<file path="config.mk">
export PLATFORM = sky130hd
export DESIGN_NAME = waveform_analyzer
export DESIGN_NICKNAME = d
export VERILOG_FILES = /design/src/rtl/waveform_analyzer.sv
export SDC_FILE = /design/constraint.sdc
export NUM_CORES = 1
export LEC_CHECK = 0
export CAP_MARGIN = 5
export CORE_MARGIN = 1.5
export CORE_UTILIZATION = 53
export CTS_BUF_LIST = sky130_fd_sc_hd__clkbuf_4 sky130_fd_sc_hd__clkbuf_8
export CTS_CLUSTER_DIAMETER = 120
export DETAILED_ROUTE_END_ITERATION = 8
export PLACE_DENSITY = 0.81
export SLEW_MARGIN = 5
export SYNTH_ARGS = -nofsm -noshare
export SYNTH_HDL_FRONTEND = slang
export SYNTH_SLANG_ARGS = --single-unit
</file>
<file path="constraint.sdc">
create_clock -name clk -period 3.3 [get_ports clk]
set_input_delay 0.66 -clock clk [delete_from_list [all_inputs] [get_ports clk]]
set_output_delay 0.66 -clock clk [all_outputs]
set_load 0.03 [all_outputs]
</file>
<file path="src/rtl/waveform_analyzer.sv">
// Waveform analyzer: adaptive-midpoint crossing detector with hysteresis.
// Measures period, extremes, peak-to-peak and high time of each full cycle.
module waveform_analyzer #(
    parameter int                DATA_W = 8,
    parameter int                CNT_W  = 16,
    parameter logic [DATA_W-1:0] HYST   = 8'd16
) (
    input  logic              clk,
    input  logic              rst_n,
    input  logic [DATA_W-1:0] adc_data,
    input  logic              adc_valid,
    output logic [CNT_W-1:0]  period,
    output logic [DATA_W-1:0] vmax,
    output logic [DATA_W-1:0] vmin,
    output logic [DATA_W-1:0] vpp,
    output logic [CNT_W-1:0]  high_cnt,
    output logic              meas_valid,
    output logic              no_signal
);

    typedef enum logic {
        SEEK,
        MEASURE
    } state_t;

    localparam logic [DATA_W-1:0] MID_RST = {1'b1, {(DATA_W-1){1'b0}}};
    localparam logic [DATA_W-1:0] ALL_ONE = {DATA_W{1'b1}};
    localparam logic [CNT_W-1:0]  CNT_MAX = {CNT_W{1'b1}};
    localparam logic [CNT_W-1:0]  CNT_ONE = {{(CNT_W-1){1'b0}}, 1'b1};

    state_t              state;
    logic [DATA_W-1:0]   mid;
    logic                above;
    logic [CNT_W-1:0]    cnt;
    logic [DATA_W-1:0]   run_max;
    logic [DATA_W-1:0]   run_min;
    logic [CNT_W-1:0]    run_high;

    logic [DATA_W:0]     hi_sum;
    logic [DATA_W:0]     lo_dif;
    logic [DATA_W:0]     mid_sum;
    logic [DATA_W-1:0]   th_hi;
    logic [DATA_W-1:0]   th_lo;
    logic [DATA_W-1:0]   mid_new;
    logic [DATA_W-1:0]   win_max;
    logic [DATA_W-1:0]   win_min;
    logic                above_nx;
    logic                rise;
    logic                cnt_full;

    // Hysteresis thresholds, saturated at the rails
    assign hi_sum  = {1'b0, mid} + {1'b0, HYST};
    assign lo_dif  = {1'b0, mid} - {1'b0, HYST};
    assign th_hi   = hi_sum[DATA_W] ? ALL_ONE : hi_sum[DATA_W-1:0];
    assign th_lo   = lo_dif[DATA_W] ? '0 : lo_dif[DATA_W-1:0];

    // Next midpoint is the centre of the window being closed
    assign mid_sum = {1'b0, run_max} + {1'b0, run_min};
    assign mid_new = DATA_W'(mid_sum >> 1);

    // Window extremes including the current sample
    assign win_max = (adc_data > run_max) ? adc_data : run_max;
    assign win_min = (adc_data < run_min) ? adc_data : run_min;

    assign cnt_full = (cnt == CNT_MAX);

    // Level flag update: set wins at or above th_hi, clear at or below th_lo
    always_comb begin
        above_nx = above;
        if (adc_data >= th_hi) begin
            above_nx = 1'b1;
        end else if (adc_data <= th_lo) begin
            above_nx = 1'b0;
        end
    end

    assign rise = ~above & above_nx;

    // Cycle measurement FSM with registered outputs
    always_ff @(posedge clk) begin
        if (!rst_n) begin
            state      <= SEEK;
            mid        <= MID_RST;
            above      <= 1'b0;
            cnt        <= '0;
            run_max    <= '0;
            run_min    <= '0;
            run_high   <= '0;
            period     <= '0;
            vmax       <= '0;
            vmin       <= '0;
            vpp        <= '0;
            high_cnt   <= '0;
            meas_valid <= 1'b0;
            no_signal  <= 1'b1;
        end else begin
            meas_valid <= 1'b0;
            if (adc_valid) begin
                above <= above_nx;
                unique case (state)
                    SEEK: begin
                        if (rise) begin
                            state    <= MEASURE;
                            cnt      <= CNT_ONE;
                            run_max  <= adc_data;
                            run_min  <= adc_data;
                            run_high <= CNT_ONE;
                        end
                    end
                    MEASURE: begin
                        if (rise) begin
                            period     <= cnt;
                            vmax       <= run_max;
                            vmin       <= run_min;
                            vpp        <= run_max - run_min;
                            high_cnt   <= run_high;
                            meas_valid <= 1'b1;
                            no_signal  <= 1'b0;
                            mid        <= mid_new;
                            cnt        <= CNT_ONE;
                            run_max    <= adc_data;
                            run_min    <= adc_data;
                            run_high   <= CNT_ONE;
                        end else if (cnt_full) begin
                            state     <= SEEK;
                            no_signal <= 1'b1;
                            mid       <= MID_RST;
                        end else begin
                            cnt      <= cnt + CNT_ONE;
                            run_max  <= win_max;
                            run_min  <= win_min;
                            run_high <= run_high + CNT_W'(above_nx);
                        end
                    end
                endcase
            end
        end
    end

endmodule

</file>
==> Word level (Yosys, flattened, before mapping) <==
Index checks and enable logic that the tools add are counted.
{ "totals": {"regBits": 116, "in_bits": 11, "word_cells": 67} }
{ "op_classes": {"addsub": 6, "order_cmp": 4, "n_eq_ne": 5, "muxes": 28, "bitwise": 3, "reduce_logical": 7} }
{ "ops": {"columns": ["cell", "n"], "rows": [
  ["8-bit two-way mux", 11],
  ["16-bit two-way mux", 5],
  ["16-bit case mux with 2 select lines", 2],
  ["8-bit case mux with 2 select lines", 2],
  ["16-bit by 1-bit adder with 16-bit output", 1],
  ["16-bit by 1-bit adder with 16-bit output (second input constant)", 1],
  ["16-bit equality test (second input constant)", 1],
  ["3-bit AND reduction", 4],
  ["8-bit by 5-bit adder with 9-bit output (second input constant)", 1],
  ["8-bit by 8-bit adder with 9-bit output", 1],
  ["8-bit by 5-bit subtractor with 9-bit output (second input constant)", 1],
  ["8-bit >= comparator", 1],
  ["8-bit > comparator", 1],
  ["8-bit less-or-equal comparator", 1],
  ["8-bit less-than comparator", 1],
  ["4-bit AND reduction", 2],
  ["8-bit subtractor", 1],
  ["1-bit two-way mux", 7],
  ["3-bit by 1-bit inequality test with 1-bit output (second input constant)", 2],
  ["3-bit inequality test (second input constant)", 1],
  ["2-bit inequality test (second input constant)", 1],
  ["1-bit inverter", 2],
  ["1-bit case mux with 2 select lines", 1],
  ["2-bit nonzero test", 1],
  ["1-bit bitwise AND", 1]
]} }

==> Logic depth before layout (Yosys ltp) <==
Gate-level depths: netlist of the first run.
{ "logic_depth": {"depth_word": 9, "mapped_depth": 18, "depth_no_buf": 18} }

==> Worst setup path before layout of the first run <==
No wires, ideal clock.
{ "synth_timing": {"path_kind": "register to register", "from": "reg mid[4]", "to": "reg run_high[15]", "arrival_time_ps": 3520, "t_required_ps": 3199, "slack_ps": -321, "path_stages_with_launch": 17, "synth_period_minus_slack_ps": 3621, "cell_sequence": "dfxtp_1 -> ha_1 -> and3_1 -> clkbuf_1 -> or2_2 -> ha_1 -> nand2b_4 -> a2111oi_4 -> o31ai_1 -> or2_2 -> ha_1 -> and3_1 -> and2_1 -> and4_1 -> nand3_1 -> o211ai_1 -> o41ai_1"} }
{ "synth_via": {"elab_chain_cells": 9, "word_cells_on_any_way": 16, "cone_classes": "3 x add/sub; 2 x order compare; 2 x eq/ne; 7 x mux; 1 x bitwise; 1 x reduce/logical"} }
{ "synth_lines": {"columns": ["element", "line_no", "source"], "rows": [
  ["start, declared", "32", "logic [DATA_W-1:0] mid;"],
  ["start signal, assigned", "119", "mid <= mid_new;"],
  ["8-bit by 5-bit subtractor with 9-bit output", "53", "assign lo_dif = {1'b0, mid} - {1'b0, HYST};"],
  ["8-bit two-way mux", "55", "assign th_lo = lo_dif[DATA_W] ? '0 : lo_dif[DATA_W-1:0];"],
  ["8-bit less-or-equal comparator", "72", "end else if (adc_data <= th_lo) begin"],
  ["1-bit two-way mux", "72", null],
  ["1-bit two-way mux *", "70", "if (adc_data >= th_hi) begin"],
  ["via above_nx", "47", "logic above_nx;"],
  ["16-bit by 1-bit adder with 16-bit output", "132", "run_high <= run_high + CNT_W'(above_nx);"],
  ["16-bit two-way mux", "124", "end else if (cnt_full) begin"],
  ["16-bit two-way mux", "111", "if (rise) begin"],
  ["16-bit case mux with 2 select lines", "100", "unique case (state)"],
  ["end signal, assigned", "132", null],
  ["end, declared", "37", "logic [CNT_W-1:0] run_high;"]
]} }
The timed path passes the listed nets; every way through them passes the cells marked *. The select of a mux whose other input is x is not followed.
A chain may end at the register's enable or synchronous reset.

==> Final worst setup path of the first run <==
{ "layout_timing": {"from": "reg mid[5]", "to": "reg run_high[12]"} }
Same word-level chain as after synthesis.

==> results of run 1 <==
==> layout make-up <==
| cell class | instances | share of cell area, % |
|---|---|---|
| sequential | 116 | 30.27 |
| tap | 140 | 2.278 |
| clock buffer | 23 | 3.872 |
| clock inverter | 8 | 1.009 |
| multi-input combinational | 548 | 46.66 |
| inverter | 32 | 1.594 |
| timing repair buffer | 119 | 14.32 |
==> synthesized netlist by cell type, types with 4 or more instances <==
| master | instances |
|---|---|
| nand2_1 | 158 |
| dfxtp_1 | 116 |
| a21oi_1 | 81 |
| ha_1 | 51 |
| inv_1 | 32 |
| o21ai_0 | 31 |
| nand3_1 | 30 |
| clkbuf_1 | 25 |
| nor2_1 | 24 |
| mux2i_1 | 20 |
| nor3_1 | 16 |
| nand4_1 | 13 |
| o31ai_1 | 11 |
| buf_2 | 8 |
| nor2b_1 | 7 |
| o21a_1 | 7 |
| xnor2_1 | 7 |
| a21o_1 | 6 |
| and3_1 | 6 |
| and4_1 | 6 |
| and2_1 | 5 |
| nand2b_1 | 5 |
| o21ai_1 | 5 |
| a211oi_1 | 4 |
| o211ai_1 | 4 |
| or3_1 | 4 |
==> critical path, delay by kind of cell, from the launching register on <==
| family | cells | cell delay, ns |
|---|---|---|
| flops | 1 | 0.34 |
| fa+ha+maj | 3 | 0.62 |
| simple gates | 8 | 1.21 |
| compound gates | 5 | 0.72 |
| buf+inv | 3 | 0.37 |
==> through the flow <==
stage / instance area [sq um] / utilization, % / hold WS [ns] / TNS, ns
5_1_grt: 7691 / 70.33 / 0.4699 / -0.9370
2_1_floorplan: 6013 / - / 0.4401 / 0
3_3_place_gp: 7099 / 64.92 / 0.4419 / -6.443
6_report: 7691 / 70.33 / 0.4504 / -0.08912
4_1_cts: 7543 / 68.98 / 0.4536 / 0
3_5_place_dp: 7099 / 64.92 / 0.4463 / -13.72
==> power breakdown <==
group / switching (mW) / leakage (nW) / internal, mW
Clock: 0.585 / 0.192 / 0.673
Sequential: 0.0377 / 0.939 / 1.42
Combinational: 0.295 / 1.73 / 0.209
==> cells by family after synthesis <==
logic type	share of synthesized area (%)
AO/OA/AOI/OAI	18.13
XOR/XNOR	1.465
adder cells (fa/ha/maj)	11.34
buffers and inverters	4.563
flip-flops	38.84
multiplexers	3.537
AND/OR/NAND/NOR	22.12
==> registers in the layout (all words and copies together) (netlist names), 16 cells and up <==
register	flops
period	16
run_high	16
high_cnt	16
cnt	16
==> worst max-delay path by stage <==
stage | cells past startpoint | endpoint | from
finish | 19 | run_high[12] | mid[5]
global route | 18 | run_high[15] | mid[4]
CTS | 16 | run_high[15] | mid[5]
detailed placement | 16 | run_high[15] | adc_data[0]
global placement | 16 | run_high[15] | adc_data[0]
floorplan | 16 | run_high[15] | mid[4]
==> per-layer routing <==
metal  track usage, %  routed length (microns)  vias up
li1                 -                        -     2770
met1            38.47                     7586     2715
met2            45.54                     7525      201
met3            6.455                      923       21
met4            9.091                      282        0
met5                0                        0        -
==> repair_timing <==
item / 4_1_cts / 5_1_grt
pin swaps: 5 / 18
gates resized for setup: 13 / 26
gates cloned: 0 / 0
endpoints found under the setup margin: 10 / 17
buffers inserted: 0 / 5
==> metrics.md, run 1 <==
| Metric | Value |
|---|---|
| CTS H-tree lvls | 4 |
| Failing checks | setup timing |
| Number of slew-limit violations in the final report | 0 |
| Worst reg2reg path depth | 19 |
| Total power after layout | ~3.2 mW |
| Area fraction of the dominant cell type after synthesis | around two fifths |
| Highest cell delay on the worst timing path | 0.34 ns |
| Count of placed standard cells in the final layout, fillers left out | around 1000 |
| Critical path cell sequence | inv_2, ha_4, nand3b_1, buf_4, nand2b_4, ha_1, a21o_1, a21o_1, a21oi_2, a221oi_2, or2_4, ha_4, and3_4, and2_4, and4_4, buf_4, nand3_4, nand3_2, o31ai_2 |
| Number of hold violations in the final report | 0 |
| Post-route antenna net violation count | 0 |
| Count of different cell masters after synthesis | 57 |
| Initial detailed-routing violation count | around 410 |
| Setup slack of the worst register-to-register path | -0.05 ns |
| Weighted congestion reported at the end of routability-driven placement | 0.9219 |
| Number of placed cells counting well taps | 950 |
| Filler cells | about 880 |
| Die span in y | approximately 110 microns |
| Hold Path Class | flip-flop to flip-flop |
| Routed via count divided by cell count | 5.788 |
| Mean routed wirelength per cell | 16.55 microns |
| Synth Cell Area | roughly 6000 sq um |
| Reg-to-reg critical path startpoint | mid[5] |
| Cell chosen for the clock root | clkbuf_8 |
| Leakage power | 2.858 nW |
| Status | complete, but fails checks |
| I/O pin count | about 70 |
| Tot GR Track Use | roughly 29% |
| Post-synthesis async set-or-reset flop share | 0% |
| Multi-input logic area | around 3600 sq um |
| Crit path arrival time | roughly 3.7 ns |
| Number of synthesized flops with an enable pin | 0 |
| Remaining Overflow, GRT | 0 |
| Clock buffers created by TritonCTS | 17 |
| Placeable core region | 10940 sq um |
| DR pass1 iterations | 5 |
| Clock period minus worst slack | 3.355 ns |
| Insertion delay of the later-clocked pin in the worst-skew pair | 0.44 ns |
| Layout area overhead | 28.65% |
| Number of hold buffers added after cts | 0 |
| Nature of the critical path endpoint | flip-flop |
| Total Wirelength | about 16000 microns |
| Fraction of layout cells with a size suffix above 1 | between 10% and 20% |
| Peak Freq | between 200 and 300 MHz |
| Commonest non-fill, non-tap cell in the layout | nand2_1 |
| Largest fanout of any net on the critical path | 5 |
| Synth Flop Type | dfxtp_1 |
| Least-Margin Pin Slew | between 0.6 and 0.7 ns |
| Part of the cycle the worst path needs | 101.7% |
| IR drop worst, VDD | ~380 uV |
| Max clock buf depth | 2 |
| Initial antenna violation count | 0 |
| Worst slew slack as a fraction of its limit | 59.04% |
| DR vias | about 5700 |
| Worst path required time | around 3.7 ns |
| Vias in the first global route | around 5500 |
| Category of the critical setup timing path | flip-flop to flip-flop |
| Post-synthesis register bit count | approximately 120 |
| Hold path cells | 2 |
| Startpoint Class | flip-flop |
| Yosys synthesis warning count | 0 |
| Worst setup margin | -0.05456 ns |
| Hold Crit Endpoint | vpp[2] |
| Count of inserted antenna diode cells | 0 |
| Crit-path slowest cell | dfxtp_2 |
| Estimated wirelength of the detail-placed design | approximately 11000 microns |
| Number of DRC violations after detailed routing | 0 |
| Total clock sinks | between 100 and 150 |
| Commonest non-fill, non-tap cells in the layout | 156 x nand2_1, 113 x dfxtp_1, 79 x a21oi_1 |
| Setup-violating endpoint count in the final report | 2 |
| Post-place setup slack | -0.4099 ns |
| Instance count of the mapped netlist | between 700 and 800 |
| Number of nets in the synthesized netlist | between 700 and 800 |
| Leading area contributor after synthesis | dfxtp_1 |
| Maximum capacitance violations | 0 |
| Area contributors post-synth | dfxtp_1 39%, ha_1 11%, nand2_1 9.9%, a21oi_1 6.8%, mux2i_1 3.3% |
| Post-CTS clock slew at the launch and capture registers of the worst setup and hold paths | roughly 0.070 ns |
| Post-Syn Area per Cell | about 8 sq um |
| Proportion of synthesized chip area in sequential cells | between 30% and 40% |
| Count of nets after finishing | ~900 |
| Power per cell area | approximately 420 nW/um^2 |
| First-pass GRT wire length | around 26000 microns |
| Sequential cell area | 2328 sq um |
| Effective utilization at floorplan | a little over half |
| Placement Rows | 38 |
| Maximum clock skew at final layout | ~0.011 ns |
| Die width | between 100 and 150 microns |
| Hold path startpoint | vpp[2] |
| Maximum number of pins on one net before global-route repair | 45 |
| Unrepaired setup endpoints after global routing | yes |
| TritonCTS clock tree | yes |
| Number of buffer cells added on primary ports | 68 |
| Die Footprint | between 10000 and 15000 sq um |
| Reg-to-Reg End | run_high[12] |
Power figures use the tool's default switching activity.
==> inputs of run 2 (changes only) <==
--- a/config.mk
+++ b/config.mk
@@ -6,11 +6,13 @@
 export NUM_CORES = 1
 export LEC_CHECK = 0
 export CAP_MARGIN = 5
-export CORE_MARGIN = 1.5
+export CORE_MARGIN = 2
 export CORE_UTILIZATION = 53
 export CTS_BUF_LIST = sky130_fd_sc_hd__clkbuf_4 sky130_fd_sc_hd__clkbuf_8
 export CTS_CLUSTER_DIAMETER = 120
 export DETAILED_ROUTE_END_ITERATION = 8
+export GPL_TIMING_DRIVEN = 0
+export HOLD_SLACK_MARGIN = 0.02
 export PLACE_DENSITY = 0.81
 export SLEW_MARGIN = 5
 export SYNTH_ARGS = -nofsm -noshare
==> metrics.md, run 2 (synthesis results as in run 1) <==
| Metric | Value |
|---|---|
| Status | complete, but fails checks (unchanged) |
| Failing checks | setup timing (unchanged) |
| Filler cells | 846 (was 876) |
| Share of power burned in the clock network | 43.2% (was 39.0%) |
| Hold Path Class | flip-flop to flip-flop (unchanged) |
| IR drop worst, VDD | 397.1 uV (was 376.6 uV) |
| Remaining Overflow, GRT | 0 (unchanged) |
| Part of the cycle the worst path needs | 104.4% (was 101.7%) |
| Final design area excluding fillers | 7651 sq um (was 7691 sq um) |
| Detail Route met3 WL | 1212 microns (was 923 microns) |
| DR vias | 5743 (was 5707) |
| Number of slew-limit violations in the final report | 0 (unchanged) |
| Startpoint Class | flip-flop (unchanged) |
| Mean routed wirelength per cell | 17.18 microns (was 16.55 microns) |
| Post-CTS clock slew at the launch and capture registers of the worst setup and hold paths | 0.07 ns (about the same) |
| Aggregate negative setup slack | -0.6627 ns (was -0.08912 ns) |
| Nature of the critical path endpoint | flip-flop (unchanged) |
| Leakage power | 2.809 nW (was 2.858 nW) |
| Cell chosen for the clock root | clkbuf_8 (unchanged) |
| Vias in the first global route | 5347 (was 5450) |
| Internal Pwr Total | 2.512 mW (was 2.307 mW) |
| Peak Freq | 290.2 MHz (was 298.1 MHz) |
| Largest fanout of any net on the critical path | 6 (was 5) |
| Sequential group share of total power | 42.6% (was 45.4%) |
| Worst setup margin | -0.1460 ns (was -0.05456 ns) |
| Post-route antenna net violation count | 0 (unchanged) |
| Maximum number of pins on one net before global-route repair | 17 (was 45) |
| Comb pwr share | 14.2% (was 15.6%) |
| Unrepaired setup endpoints after global routing | yes (unchanged) |
| Insertion delay of the later-clocked pin in the worst-skew pair | 0.44 ns (about the same) |
| Die span in y | 110.2 microns (was 109.2 microns) |
| Crit path arrival time | 3.76 ns (was 3.70 ns) |
| DR top layer | met4 (unchanged) |
| Number of hold buffers added after cts | 0 (unchanged) |
| Estimated wirelength of the detail-placed design | 11800 microns (was 11470 microns) |
| First-pass GRT wire length | 26100 microns (was 26360 microns) |
| Fraction of layout cells with a size suffix above 1 | 13.22% (was 15.48%) |
| Area post-placement | 6859 sq um (was 7099 sq um) |
| Maximum capacitance violations | 0 (unchanged) |
| Least-Margin Pin Slew | 0.9704 ns (was 0.6143 ns) |
| Clock period minus worst slack | 3.446 ns (was 3.355 ns) |
| CTS H-tree lvls | 4 (unchanged) |
| Tot GR Track Use | 28.07% (was 28.60%) |
| Clock buffers created by TritonCTS | 17 (unchanged) |
| Count of placed standard cells in the final layout, fillers left out | 987 (was 986) |
| Max clock buf depth | 2 (unchanged) |
| Total clock sinks | 116 (unchanged) |
| Switching share of total power | 26.90% (was 28.46%) |
| Initial antenna violation count | 0 (unchanged) |
| Die Footprint | 12150 sq um (was 11930 sq um) |
| Layout area overhead | 27.98% (was 28.65%) |
| Hold path cells | 2 (unchanged) |
| Effective utilization at floorplan | 54.67% (unchanged) |
| Placeable core region | 10940 sq um (unchanged) |
| Net Sw Power | 0.9244 mW (was 0.9178 mW) |
| DR pass1 iterations | 5 (unchanged) |
| Number of DRC violations after detailed routing | 0 (unchanged) |
| Setup-violating endpoint count in the final report | 7 (was 2) |
| Die width | 110.2 microns (was 109.2 microns) |
| Number of placed cells counting well taps | 938 (was 950) |
| I/O pin count | 69 (unchanged) |
| Wire length the detailed router placed on met1 | 7574 microns (was 7586 microns) |
| Weighted congestion reported at the end of routability-driven placement | 0.9082 (was 0.9219) |
| Total Wirelength | 16950 microns (was 16320 microns) |
| Placement Rows | 38 (unchanged) |
| Routed via count divided by cell count | 5.819 (was 5.788) |
| Worst reg2reg path depth | 19 (unchanged) |
| Worst slew slack as a fraction of its limit | 35.31% (was 59.04%) |
| Count of inserted antenna diode cells | 0 (unchanged) |
| Post-layout utilization of the core | 69.97% (was 70.33%) |
| Power per cell area | 449.1 nW/um^2 (was 419.3 nW/um^2) |
| Wire length on met2 | 7864 microns (was 7525 microns) |
| TritonCTS clock tree | yes (unchanged) |
| Initial detailed-routing violation count | 486 (was 406) |
| Maximum clock skew at final layout | 0.01026 ns (was 0.01075 ns) |
| Worst path required time | 3.61 ns (was 3.65 ns) |
| Commonest non-fill, non-tap cell in the layout | nand2_1 (unchanged) |
| Category of the critical setup timing path | flip-flop to flip-flop (unchanged) |
| Commonest non-fill, non-tap cells in the layout | 155 x nand2_1, 114 x dfxtp_1, 79 x a21oi_1 (was 156 x nand2_1, 113 x dfxtp_1, 79 x a21oi_1) |
| Number of hold violations in the final report | 0 (unchanged) |
| Count of nets after finishing | 899 (was 898) |
| Number of buffer cells added on primary ports | 67 (was 68) |
==> run 2: cell types whose count changed in the layout (fill, tap and decap cells not counted), sizes merged <==
cell	previous run	this run
clkinv	5	4
clkbuf	23	46
buf	51	29
clkdlybuf4s50	68	67
bufinv	1	4
clkinvlp	2	1
==> run 2: power groups by stage <==
| stage | Sequential, mW | Clock, mW | Combinational (mW) |
|---|---|---|---|
| 2_1_floorplan | 1.49 | 0 | 0.312 |
| 3_3_place_gp | 1.49 | 0 | 0.426 |
| 3_5_place_dp | 1.49 | 0 | 0.442 |
| 4_1_cts | 1.46 | 1.49 | 0.455 |
| 5_1_grt | 1.47 | 1.57 | 0.535 |
| 6_report | 1.46 | 1.48 | 0.489 |
==> run 2: worst max-delay path: stages, from the launching register on <==
cell and delay [ns]:
dfxtp_4 0.37, inv_4 0.07, ha_4 0.15, nand3b_1 0.22, and2_4 0.25, ha_2 0.18
nor2b_4 0.10, o21a_1 0.13, o21a_1 0.14, o21ai_2 0.07, a221oi_2 0.31, or2_4 0.20
ha_4 0.13, and3_4 0.20, and2_4 0.16, and4_4 0.27, nand3_4 0.08, buf_4 0.14
nand3_1 0.07, o31ai_1 0.08
==> run 2: timing repair <==
item | CTS | global route
resized for setup | 22 | 30
pin swaps | 9 | 16
buffers inserted | 7 | 12
setup endpoints to repair | 73 | 79
==> run 2: metrics by stage <==
| step | power [mW] | setup WS [ns] | hold slack (ns) |
|---|---|---|---|
| after floorplan | 1.799 | 0.006515 | 0.4401 |
| after global placement | 1.917 | -0.5833 | 0.4386 |
| after detailed placement | 1.934 | -0.6525 | 0.4450 |
| after CTS | 3.402 | -0.01032 | 0.4543 |
| after global routing | 3.568 | -0.3239 | 0.4729 |
| final | 3.436 | -0.1460 | 0.4522 |
==> run 2: final timing paths <==
check          from      endpoint  slack (ns)
max          mid[5]  run_high[14]       -0.15
min          vpp[3]        vpp[3]        0.45
max reg2reg  mid[5]  run_high[14]       -0.15
min reg2reg  vpp[3]        vpp[3]        0.45
==> run 2: final cells by class <==
| cell class | instances | area [sq um] | share of cell area [%] |
|---|---|---|---|
| multi-input cells | 548 | 3610 | 47.18 |
| flip-flops and latches | 116 | 2330 | 30.45 |
| repair buffers | 86 | 813.3 | 10.63 |
| clock buffers | 22 | 290.3 | 3.794 |
| well taps | 140 | 175.2 | 2.289 |
| plain buffers | 34 | 153.9 | 2.011 |
| clock inverters | 9 | 151.4 | 1.979 |
| inverters | 32 | 127.6 | 1.668 |
==> run 2: metal layers <==
layer | vias up | track usage, %
li1 | 2781 | -
met1 | 2701 | 38.45
met2 | 232 | 44.52
met3 | 29 | 5.938
met4 | 0 | 8.482
met5 | - | 0
